`config.mk`:
```
export PLATFORM = sky130hd
export DESIGN_NAME = lfsr_stream_cipher
export DESIGN_NICKNAME = d
export VERILOG_FILES = /design/src/rtl/lfsr_stream_cipher.sv
export SDC_FILE = /design/constraint.sdc
export NUM_CORES = 1
export LEC_CHECK = 0
export BUFFER_PORTS_ARGS = -buffer_cell sky130_fd_sc_hd__buf_4
export CAP_MARGIN = 30
export CORE_MARGIN = 8
export CORE_UTILIZATION = 45
export CTS_CLUSTER_DIAMETER = 40
export DETAILED_ROUTE_END_ITERATION = 6
export GPL_TIMING_DRIVEN = 1
export HOLD_SLACK_MARGIN = 0.02
export PLACE_DENSITY = 0.7
export SYNTH_ARGS = -nofsm -noshare
export SYNTH_HDL_FRONTEND = slang
export SYNTH_SLANG_ARGS = --single-unit
```
`constraint.sdc`:
```
create_clock -name clk -period 2.8 [get_ports clk]
set_clock_uncertainty 0.15 [all_clocks]
set_input_delay 0.56 -clock clk [delete_from_list [all_inputs] [get_ports clk]]
set_output_delay 0.56 -clock clk [all_outputs]
set_load 0.02 [all_outputs]
```
`src/rtl/lfsr_stream_cipher.sv`:
```
// Stream cipher: XORs each accepted word with the low bits of a 16-bit Fibonacci LFSR.
// Encrypt and decrypt are the same operation given the same key and word order.
module lfsr_stream_cipher #(
  parameter int unsigned WIDTH = 8,
  parameter int unsigned CNT_W = 16
) (
  input  logic             clk,
  input  logic             rst_n,
  input  logic             key_load,
  input  logic [15:0]      key,
  input  logic             in_valid,
  output logic             in_ready,
  input  logic [WIDTH-1:0] in_data,
  output logic             out_valid,
  input  logic             out_ready,
  output logic [WIDTH-1:0] out_data,
  output logic             keyed,
  output logic [CNT_W-1:0] word_cnt
);

  localparam int unsigned LFSR_W = 16;
  localparam logic [LFSR_W-1:0] ZERO_KEY_SEED = 16'hACE1;

  typedef enum logic {
    ST_UNKEYED = 1'b0,
    ST_KEYED   = 1'b1
  } state_e;

  state_e             state_q, state_d;
  logic [LFSR_W-1:0]  lfsr_q, lfsr_d;
  logic               lfsr_fb;
  logic               accept;
  logic               out_valid_d;
  logic [WIDTH-1:0]   out_data_d;
  logic [CNT_W-1:0]   word_cnt_d;

  assign keyed    = (state_q == ST_KEYED);
  assign in_ready = keyed && !key_load && (!out_valid || out_ready);
  assign accept   = in_valid && in_ready;
  assign lfsr_fb  = lfsr_q[15] ^ lfsr_q[13] ^ lfsr_q[12] ^ lfsr_q[10];

  // Next-state: key_load has priority over accept and over output drain.
  always_comb begin
    state_d     = state_q;
    lfsr_d      = lfsr_q;
    out_valid_d = out_valid;
    out_data_d  = out_data;
    word_cnt_d  = word_cnt;
    if (key_load) begin
      state_d     = ST_KEYED;
      lfsr_d      = (key == '0) ? ZERO_KEY_SEED : key;
      word_cnt_d  = '0;
      out_valid_d = 1'b0;
    end else if (accept) begin
      lfsr_d      = {lfsr_q[14:0], lfsr_fb};
      out_data_d  = in_data ^ lfsr_q[WIDTH-1:0];
      out_valid_d = 1'b1;
      word_cnt_d  = word_cnt + CNT_W'(1);
    end else if (out_valid && out_ready) begin
      out_valid_d = 1'b0;
    end
  end

  always_ff @(posedge clk or negedge rst_n) begin
    if (!rst_n) begin
      state_q   <= ST_UNKEYED;
      lfsr_q    <= '0;
      out_valid <= 1'b0;
      out_data  <= '0;
      word_cnt  <= '0;
    end else begin
      state_q   <= state_d;
      lfsr_q    <= lfsr_d;
      out_valid <= out_valid_d;
      out_data  <= out_data_d;
      word_cnt  <= word_cnt_d;
    end
  end

endmodule

```
==> results.md <==
- Status: complete, no violations
- Pin count of the biggest net entering global routing: 47
- Highest-count cells in the layout ignoring fill and taps: buf_4, dfrtp_1, xnor2_1, a21oi_1, nor2_1
- Comb power frac: 19.8%
- Worst EP required: 2.09 ns
- Max frequency: 470 MHz
- Gr busiest metal: met2
- Met2 GRT Util: 24.1%
- CP startpoint kind: register
- Die Y-Extent: 84.6 µm
- I/O pin count: 56
- Pwr Density: 547 nW/µm²
- PortBufs: 55
- Ys async rst share: 100%
- Vias in the first global route: 1738
- Slew HR: 61.6%
- Die W: 84.6 µm
- Routed len/inst: 15.7 µm
- GPL Wtd Cong: 0.755
- Vias: 1711
- Post-synth EDFFs: 0
- Antenna diodes: 0
- Net count, final: 287
- Cell Int Power: 1070 µW
- Hold Path Class: in -> async
- Layout cells sized above 1: 33.3%
- Final Total Pwr: 1470 µW
- Layout area overhead: 26.8%
- Yosys warnings: 0
- First-pass detailed-route iteration total: 6
- Post-CTS Setup Inserts: 0
- Crit end category: primary output
- Maximum vdd drop: 0.225 mV
- Hold Vio Cnt, Final: 0
- Clk sinks: 42
- Syn Nets: 231
- Seq cells post-synth: 42
- P_sw: 398 µW
- Longest Clk Path Bufs: 2
- Sw frac: 27.1%
- Register area share after synthesis: 49.6%
- Fin cells: 312
- GR Layer Usage met3: 4.10%
- Starting density of the core: 45.7%
- Main flop type after synthesis: dfrtp_1
- Pleak: 0.00117 µW
- Clock slew at reported path FFs: 0.08 ns
- Top cell type's share of synthesized area: 49.6%
- Post-Syn Area: 2120 µm²
- Reg power frac: 47.8%
- CTS tree: built
- Detailed Place HPWL: 3570 µm
- Initial antenna violation count: 0
- Antenna-violating nets left: 0
- Synth unique cells: 35
- DR iter-0 viols: 50
- Synth area leaders: dfrtp_1, xnor2_1, a21oi_1
- First-pass GRT wire length: 8450 µm
- Post-Syn Instances: 201
- Slew Viols, Final: 0
- Residual DRC: 0
- Commonest non-fill, non-tap cell in the layout: buf_4
- Clock root cell: clkbuf_8
- Placed cells: 304
- Critical path type: reg -> out
- # fillers: 423
- Max-cap violation count: 0
- Num CTS Buffers: 5
- Core area: 4630 µm²
- Synth area leader: dfrtp_1
- Met1 Track Usage GR: 17.5%
- Wirelength, routed: 4910 µm
- CP max FO: 11
- Post-CTS Resized: 0
- Finish-stage setup viols: 0
- Setup TNS: 0 ns
- Worst hold slack: 0.0847 ns
- Critical Path AT: 1.42 ns
- Clock network power share: 32.4%
- Grt ovf: 0
- Crit share post-route: 76.0%
- H-tree depth: 2
- Mapped Avg Cell Area: 10.5 µm²
- Vias/cell: 5.48
- Fin util: 58.0%
- Row cnt: 25
- Die Area: 7160 µm²
- Multi-input logic area: 995 µm²
- RSZ-0062 raised after global routing: false
- Clock insertion delay at the later pin of the skew report: 0.30 ns
- Tightest Pin Transition: 0.575 ns
- Fin crit period: 2.13 ns
- GRT Overall Usage: 14.6%
- Post-CTS Hold Fix Bufs: 0
- Register area: 1050 µm²
[metrics by stage]
step           worst slack (ns)  instance area (µm²)
2_1_floorplan             0.545                 2120
3_3_place_gp              0.534                 2570
3_5_place_dp              0.485                 2570
4_1_cts                   0.687                 2680
5_1_grt                   0.604                 2680
6_report                  0.673                 2680
[power by group through the flow]
| stage | clock [µW] | sequential, µW | combinational [µW] |
|---|---|---|---|
| floorplan | 0 | 743 | 138 |
| global placement | 0 | 714 | 291 |
| detailed placement | 0 | 716 | 294 |
| CTS | 488 | 704 | 295 |
| global route | 508 | 711 | 320 |
| finish | 476 | 703 | 291 |
[flip-flops by register name, summed over array words and instances (netlist names)]
signal	count
lfsr_q	16
out_valid	1
keyed	1
word_cnt	16
out_data	8
[worst max-delay path: stages (launching register included)]
cell,delay (ns)
dfrtp_1,0.38
nor2b_4,0.17
nor3b_1,0.35
buf_4,0.22
[cells in the mapped netlist (2+ instances only)]
master and number:
nor2_1 16, o21ai_0 13, o22a_1 7, mux2i_1 8, nor4_1 3, nor3b_1 2
nand2_1 14, clkbuf_1 8, xnor2_1 17, nand3_1 4, or3_1 4, or2_2 2
nor2_2 2, buf_6 2, o31ai_1 5, a21oi_1 17, or4_1 9, dfrtp_1 42
mux2_2 7, nand4_1 2, inv_1 3
[final cells by class]
| class | count | area share (%) |
|---|---|---|
| Sequential cell | 42 | 39.2 |
| Clock buffer | 5 | 2.56 |
| Tap cell | 54 | 2.52 |
| Multi-Input combinational cell | 145 | 37.1 |
| Timing Repair Buffer | 60 | 16.8 |
| Clock inverter | 3 | 1.49 |
| Inverter | 3 | 0.420 |
[routing by layer]
metal	routed length, µm	vias to the layer above	part of all wire [%]
met5	0	-	0
li1	-	831	-
met4	82	0	1.7
met2	2420	44	49
met3	243	5	5.0
met1	2170	831	44
[cell families after synthesis]
| group | after synthesis | share of synthesized area [%] |
|---|---|---|
| adders and majority gates | 1 | 0.591 |
| xor gates and xnor gates | 17 | 7.03 |
| buffers and inverters | 14 | 3.37 |
| DFF | 42 | 49.6 |
| and+or+nand+nor | 68 | 18.2 |
| AOI/OAI and AO/OA | 44 | 13.7 |
| muxes | 15 | 7.51 |
[final timing paths]
| check | startpoint | to | slack (ns) | cells after the start |
|---|---|---|---|---|
| hold reg to reg | out_data[1] | out_data[1] | 0.38 | 2 |
| setup / recovery | out_valid | in_ready | 0.67 | 3 |
| setup reg to reg | word_cnt[5] | word_cnt[11] | 0.75 | 4 |
| max in group asynchronous | rst_n | lfsr_q[8] | 2.04 | 1 |
| min in group clk | key[4] | lfsr_q[4] | 0.33 | 3 |
| hold / removal | rst_n | word_cnt[13] | 0.08 | 1 |
Power figures use the tool's default switching activity.
